<file path="src/rtl/sdram_arb_pkg.sv">
// Shared constants for the SDRAM port arbiter: FSM state codes,
// default widths and a constant-evaluable clog2.
package sdram_arb_pkg;

    localparam logic [1:0] IDLE  = 2'd0;
    localparam logic [1:0] ISSUE = 2'd1;
    localparam logic [1:0] XFER  = 2'd2;
    localparam logic [1:0] DONE  = 2'd3;

    localparam int DEF_NUM_PORTS   = 4;
    localparam int DEF_ADDR_W      = 24;
    localparam int DEF_LEN_W       = 10;
    localparam int DEF_DATA_W      = 16;
    localparam int DEF_ACK_TIMEOUT = 1023;

    // Smallest r with 2**r >= value; usable in parameter expressions.
    function automatic int clog2(input int value);
        int r;
        r = 0;
        while ((1 << r) < value) begin
            r = r + 1;
        end
        return r;
    endfunction

endpackage

</file>
<file path="src/rtl/sdram_port_arbiter_rr_picker.sv">
// Combinational round-robin priority encoder: returns the first
// requesting port at or after ptr, wrapping past the last port.
module rr_picker
    import sdram_arb_pkg::*;
#(
    parameter int NUM_PORTS = DEF_NUM_PORTS,
    parameter int IDX_W     = clog2(NUM_PORTS)
) (
    input  logic [NUM_PORTS-1:0] req,
    input  logic [IDX_W-1:0]     ptr,
    output logic                 valid,
    output logic [NUM_PORTS-1:0] grant,
    output logic [IDX_W-1:0]     idx
);

    localparam logic [IDX_W:0] N_EXT = (IDX_W + 1)'(NUM_PORTS);

    // slot gi is the port visited gi places after the pointer
    logic [IDX_W-1:0]     slot_idx [NUM_PORTS];
    logic [NUM_PORTS-1:0] slot_hit;

    genvar gi;
    generate
        for (gi = 0; gi < NUM_PORTS; gi++) begin : g_slot
            logic [IDX_W:0] sum;
            assign sum          = {1'b0, ptr} + (IDX_W + 1)'(gi);
            assign slot_idx[gi] = (sum >= N_EXT) ? IDX_W'(sum - N_EXT) : sum[IDX_W-1:0];
            assign slot_hit[gi] = req[slot_idx[gi]];
            assign grant[gi]    = valid && (idx == IDX_W'(gi));
        end
    endgenerate

    // Scan from the farthest slot down so the nearest hit wins.
    always_comb begin
        valid = 1'b0;
        idx   = '0;
        for (int i = NUM_PORTS - 1; i >= 0; i--) begin
            if (slot_hit[i]) begin
                valid = 1'b1;
                idx   = slot_idx[i];
            end
        end
    end

endmodule

</file>
<file path="src/rtl/sdram_port_arbiter.sv">
// Round-robin arbiter sharing one SDRAM controller request interface
// between NUM_PORTS burst requesters. One burst at a time:
// IDLE -> ISSUE (request until ack or timeout) -> XFER -> DONE.
module sdram_port_arbiter
    import sdram_arb_pkg::*;
#(
    parameter int NUM_PORTS   = DEF_NUM_PORTS,
    parameter int ADDR_W      = DEF_ADDR_W,
    parameter int LEN_W       = DEF_LEN_W,
    parameter int DATA_W      = DEF_DATA_W,
    parameter int ACK_TIMEOUT = DEF_ACK_TIMEOUT
) (
    input  logic                        clk,
    input  logic                        rst,
    input  logic                        init_done,
    input  logic [NUM_PORTS-1:0]        port_req,
    input  logic [NUM_PORTS-1:0]        port_we,
    input  logic [NUM_PORTS*ADDR_W-1:0] port_addr,
    input  logic [NUM_PORTS*LEN_W-1:0]  port_len,
    input  logic [NUM_PORTS*DATA_W-1:0] port_wdata,
    output logic [NUM_PORTS-1:0]        port_grant,
    output logic [NUM_PORTS-1:0]        port_ack,
    output logic [NUM_PORTS-1:0]        port_done,
    output logic [DATA_W-1:0]           port_rdata,
    output logic                        timeout_err,
    output logic                        sdram_wr_req,
    output logic                        sdram_rd_req,
    input  logic                        sdram_wr_ack,
    input  logic                        sdram_rd_ack,
    output logic [ADDR_W-1:0]           sdram_addr_o,
    output logic [LEN_W-1:0]            sdram_len_o,
    output logic [DATA_W-1:0]           sdram_din,
    input  logic [DATA_W-1:0]           sdram_dout
);

    localparam int IDX_W  = clog2(NUM_PORTS);
    localparam int WAIT_W = clog2(ACK_TIMEOUT + 1);
    localparam logic [WAIT_W-1:0] WAIT_MAX = WAIT_W'(ACK_TIMEOUT);
    localparam logic [IDX_W-1:0]  LAST_IDX = IDX_W'(NUM_PORTS - 1);

    logic [1:0]           state_q, state_d;
    logic [IDX_W-1:0]     ptr_q, ptr_d;
    logic [IDX_W-1:0]     owner_q, owner_d;
    logic [NUM_PORTS-1:0] grant_q, grant_d;
    logic                 we_q, we_d;
    logic [ADDR_W-1:0]    addr_q, addr_d;
    logic [LEN_W-1:0]     len_q, len_d;
    logic [WAIT_W-1:0]    wait_q, wait_d;
    logic                 timeout_err_q, timeout_err_d;

    logic                 pick_valid;
    logic [NUM_PORTS-1:0] pick_grant;
    logic [IDX_W-1:0]     pick_idx;

    // per-port views of the packed buses
    logic [ADDR_W-1:0] addr_arr  [NUM_PORTS];
    logic [LEN_W-1:0]  len_arr   [NUM_PORTS];
    logic [DATA_W-1:0] wdata_arr [NUM_PORTS];

    genvar gi;
    generate
        for (gi = 0; gi < NUM_PORTS; gi++) begin : g_unpack
            assign addr_arr[gi]  = port_addr[gi*ADDR_W +: ADDR_W];
            assign len_arr[gi]   = port_len[gi*LEN_W +: LEN_W];
            assign wdata_arr[gi] = port_wdata[gi*DATA_W +: DATA_W];
        end
    endgenerate

    rr_picker #(
        .NUM_PORTS (NUM_PORTS),
        .IDX_W     (IDX_W)
    ) u_picker (
        .req   (port_req),
        .ptr   (ptr_q),
        .valid (pick_valid),
        .grant (pick_grant),
        .idx   (pick_idx)
    );

    // Only the ack matching the burst direction counts; the other is ignored.
    logic sel_ack;
    logic issuing;
    logic in_burst;
    assign sel_ack  = we_q ? sdram_wr_ack : sdram_rd_ack;
    assign in_burst = (state_q == ISSUE) || (state_q == XFER);
    assign issuing  = (state_q == ISSUE) && !sel_ack && (wait_q != WAIT_MAX);

    // Next-state logic for the burst FSM, pointer and captured request.
    always_comb begin
        state_d       = state_q;
        ptr_d         = ptr_q;
        owner_d       = owner_q;
        grant_d       = grant_q;
        we_d          = we_q;
        addr_d        = addr_q;
        len_d         = len_q;
        wait_d        = wait_q;
        timeout_err_d = timeout_err_q;
        case (state_q)
            IDLE: begin
                if (init_done && pick_valid) begin
                    state_d = ISSUE;
                    grant_d = pick_grant;
                    owner_d = pick_idx;
                    we_d    = port_we[pick_idx];
                    addr_d  = addr_arr[pick_idx];
                    len_d   = len_arr[pick_idx];
                    wait_d  = '0;
                end
            end
            ISSUE: begin
                if (sel_ack) begin
                    state_d = XFER;
                end else if (wait_q == WAIT_MAX) begin
                    state_d       = DONE;
                    timeout_err_d = 1'b1;
                end else begin
                    wait_d = wait_q + 1'b1;
                end
            end
            XFER: begin
                if (!sel_ack) begin
                    state_d = DONE;
                end
            end
            DONE: begin
                state_d = IDLE;
                grant_d = '0;
                ptr_d   = (owner_q == LAST_IDX) ? '0 : owner_q + 1'b1;
            end
            default: state_d = IDLE;
        endcase
    end

    // State registers with synchronous reset.
    always_ff @(posedge clk) begin
        if (rst) begin
            state_q       <= IDLE;
            ptr_q         <= '0;
            owner_q       <= '0;
            grant_q       <= '0;
            we_q          <= 1'b0;
            addr_q        <= '0;
            len_q         <= '0;
            wait_q        <= '0;
            timeout_err_q <= 1'b0;
        end else begin
            state_q       <= state_d;
            ptr_q         <= ptr_d;
            owner_q       <= owner_d;
            grant_q       <= grant_d;
            we_q          <= we_d;
            addr_q        <= addr_d;
            len_q         <= len_d;
            wait_q        <= wait_d;
            timeout_err_q <= timeout_err_d;
        end
    end

    assign port_grant   = grant_q;
    assign port_ack     = in_burst ? (grant_q & {NUM_PORTS{sel_ack}}) : '0;
    assign port_done    = (state_q == DONE) ? grant_q : '0;
    assign port_rdata   = sdram_dout;
    assign timeout_err  = timeout_err_q;
    assign sdram_wr_req = issuing && we_q;
    assign sdram_rd_req = issuing && !we_q;
    assign sdram_addr_o = addr_q;
    assign sdram_len_o  = len_q;
    assign sdram_din    = (|grant_q) ? wdata_arr[owner_q] : '0;

endmodule

</file>
<file path="config.mk">
export PLATFORM = sky130hd
export DESIGN_NAME = sdram_port_arbiter
export DESIGN_NICKNAME = d
export VERILOG_FILES = /design/src/rtl/sdram_arb_pkg.sv /design/src/rtl/sdram_port_arbiter_rr_picker.sv /design/src/rtl/sdram_port_arbiter.sv
export SDC_FILE = /design/constraint.sdc
export NUM_CORES = 1
export LEC_CHECK = 0
export CORE_AREA = 4 4 120 122
export CTS_CLUSTER_SIZE = 10
export DETAILED_ROUTE_END_ITERATION = 16
export DIE_AREA = 0 0 124 126
export PLACE_DENSITY_LB_ADDON = 0.15
export RECOVER_POWER = 100
export SLEW_MARGIN = 15
export SYNTH_ARGS = -nofsm -noshare
export SYNTH_HDL_FRONTEND = slang
export SYNTH_SLANG_ARGS = --single-unit
</file>
<file path="constraint.sdc">
create_clock -name clk -period 2.4 [get_ports clk]
set_input_delay 0.48 -clock clk [delete_from_list [all_inputs] [get_ports clk]]
set_output_delay 0.48 -clock clk [all_outputs]
set_load 0.05 [all_outputs]
</file>
==> metrics.csv <==
metric,value,unit
fin_nets,898,
ctsLongestPathBuffers,2,
max_slew_margin,0.6168,
max-cap-violations,0,
p_per_area,636.5,nW/µm²
finalSetupTns,0,ns
insertion_delay,0.29,ns
clockPowerShare,0.166,
yosysSeqAreaShare,0.2940,
cp.buffers_inverters,2,
holdPathStages,2,
syn_to_final_growth,81.59,%
filler_cell_count,1237,
hold_path_end,sdram_addr_o[22]$_SDFFE_PP0P_,
ys_ff_latch,56,
finalCoreUtilization,0.5250,
syn_nets,634,
ff2ff_setup_slack,0.42,ns
p_seq_frac,0.273,
die_x,124,µm
synth_area_leader_cell,dfxtp_1,
core,13190,µm²
post_cts_resized,0,
power,4408,µW
dr.pass1.iters,4,
dieArea,15620,µm²
clockRootBuffer,clkbuf_16,
tritoncts,yes,
routabilityCongestion,0.8539,
place_inst,832,
slowest_stage,mux4_2,
crit_path_max_fanout,7,
fmax,0.4327,GHz
path_cells,clkbuf_2 -> mux4_2 -> nor2b_1 -> clkbuf_4,
drt_iter0_drc,132,
avgSynthCellArea,9.558,µm²
arrival,1.83,ns
hold_violations,0,
top_layer,met4,
diodes,0,
r2r-end,port_grant[0]$_SDFFE_PP0P_,
wl_met1,5022,µm
rr_startpoint,state_q[0]$_SDFFE_PP0P_,
viasPerCell,4.927,
setup_violations,0,
synth_cell_types,56,
slowest_delay,0.57,ns
antenna_found_initial,0,
cts.sinks,56,
holdBufCountCts,0,
yosys_warnings,0,
cts_buffers,5,
critPathTopFamily,multiplexers,
ios,310,
grt_pass1_wl,22020,µm
p_sw_frac,0.4279,
ant_nets,0,
status,"finished, final reports clean",
io_buffers,277,
synth-edff-count,0,
htree_levels,2,
drcViolationCount,0,
worst_setup_path_end_kind,output port,
internal-power,2522,µW
grt_remaining_overflow,0,
wl_met3,1557,µm
dp_hpwl,11840,µm
tightest_slew,0.5729,ns
grt_pass1_vias,4490,
wl,14330,µm
rsz0062_at_grt,false,
finalMaxSlewViolations,0,
synthTopCellsByArea,"dfxtp_1 (29%), mux2i_1 (20%), mux4_2 (9.4%)",
yosysMostFrequentCell,mux2i_1,
die_height,126,µm
critical_path_class,flip-flop to output port,
rows,42,
routedWlPerCell,17.06,µm
via_count,4139,
grt_max_degree,36,
synth_common_cells,"mux2i_1 (75), dfxtp_1 (56), nand2_1 (46)",
fin_skew,0.01013,ns
min_period,2.311,ns
critPathRequiredTime,1.92,ns
netlist.area_leader.share,0.2940,
post_cts_buffers,0,
clk_pin_slew,0.07,ns
fin_crit_sh,0.9628,
start_util,0.2891,
p_leak,0.002668,µW
p_sw,1886,µW
async_flop_share,0,
comb_power_share,0.561,
met2_length,7478,µm
stdcell_count,840,
synthFlopType,dfxtp_1,
gr-usage-all-layers,0.1750,
ff2ff_path_depth,7,
hold_class,flip-flop to flip-flop,
netlist_instances,399,
syn_area,3814,µm²
critPathLaunchType,flip-flop,
holdCritStartpoint,sdram_addr_o[22]$_SDFFE_PP0P_,
final_layout_size_suffix_gt1_frac,0.1280,
vdd_drop_max,0.3246,mV
[power by group through the flow]
stage	logic, µW	clock network [µW]	registers, µW
3_5_place_dp	2570	0	1230
2_1_floorplan	1150	0	1660
5_1_grt	2640	787	1230
3_3_place_gp	2550	0	1220
6_report	2470	733	1200
4_1_cts	2580	758	1210
[area by class of cell]
class / count / area [µm²] / share of cell area
inverter: 5 / 18.77 / 0.002710
clock buffer: 5 / 125.1 / 0.01807
tap: 176 / 220.2 / 0.03180
multi-input combinational: 292 / 2432 / 0.3512
clock inverter: 3 / 21.27 / 0.003071
sequential: 56 / 1121 / 0.1619
timing repair buffer: 303 / 2987 / 0.4313
[layer usage]
| layer | vias to the layer above | GRT usage |
|---|---|---|
| met3 | 22 | 0.06413 |
| li1 | 2003 | - |
| met4 | 0 | 0.05090 |
| met1 | 1921 | 0.1769 |
| met2 | 193 | 0.3296 |
| met5 | - | 0 |
[registers in the layout (all words and copies together), names as in the netlist]
| register | count |
|---|---|
| owner_q | 2 |
| port_grant | 4 |
| timeout_err | 1 |
| sdram_addr_o | 24 |
| state_q | 2 |
| sdram_len_o | 10 |
| we_q | 1 |
| ptr_q | 2 |
| wait_q | 10 |
[tightest hold or removal path, delay by kind of cell (launching register included)]
family	cells	cell delay (ns)
compound gates	1	0.05
simple gates	1	0.05
flops	1	0.32
[metrics by stage]
step / setup slack [ns] / area, µm² / hold WS (ns)
2_1_floorplan: 0.02481 / 3826 / 0.4660
3_3_place_gp: 0.03226 / 6833 / 0.4429
3_5_place_dp: -0.02233 / 6833 / 0.4511
4_1_cts: 0.1231 / 6979 / 0.4673
5_1_grt: 0.02221 / 6925 / 0.4896
6_report: 0.08918 / 6925 / 0.4576
[how the worst max path moves through the flow]
stage                                  startpoint                       endpoint  slack, ns  cells after the start
after floorplan           owner_q[1]$_SDFFE_PP0P_                  sdram_din[10]       0.02                      4
after global placement                port_req[1]         wait_q[7]$_SDFFE_PP0P_       0.03                      6
after detailed placement              port_req[1]  sdram_addr_o[10]$_SDFFE_PP0P_      -0.02                      7
after CTS                          port_wdata[19]                   sdram_din[3]       0.12                      4
after global routing      owner_q[0]$_SDFFE_PP0P_                   sdram_din[3]       0.02                      4
final                     owner_q[0]$_SDFFE_PP0P_                   sdram_din[3]       0.09                      4
[placed cells by master, fill, tap and decap left out, drive strengths merged, types with 2 or more instances in the layout]
master,count
a211oi,2
nor2b,17
dlygate4sd3,40
xnor2,4
clkbuf,25
or2,2
a21oi,10
nand3,6
mux2i,75
mux4,16
dfxtp,56
buf,32
o21ai,4
nand2,47
nand3b,2
ha,6
nand2b,5
xor2,3
or4,2
nor2,22
o221ai,35
and3,4
o211ai,3
clkdlybuf4s50,211
and2,5
inv,6
[cell families (layout without fill, tap and decap cells)]
| kind of cell | after synthesis | count (layout) | share of synthesized area |
|---|---|---|---|
| multiplexers | 92 | 92 | 0.2943 |
| AO/OA/AOI/OAI | 67 | 67 | 0.1434 |
| flip-flops | 56 | 56 | 0.2940 |
| XOR/XNOR | 7 | 7 | 0.01608 |
| AND/OR/NAND/NOR | 120 | 120 | 0.1565 |
| adder cells (fa/ha/maj) | 6 | 6 | 0.01968 |
| buffers and inverters | 51 | 316 | 0.07611 |
Note: power is estimated with default switching activity, not from simulation.
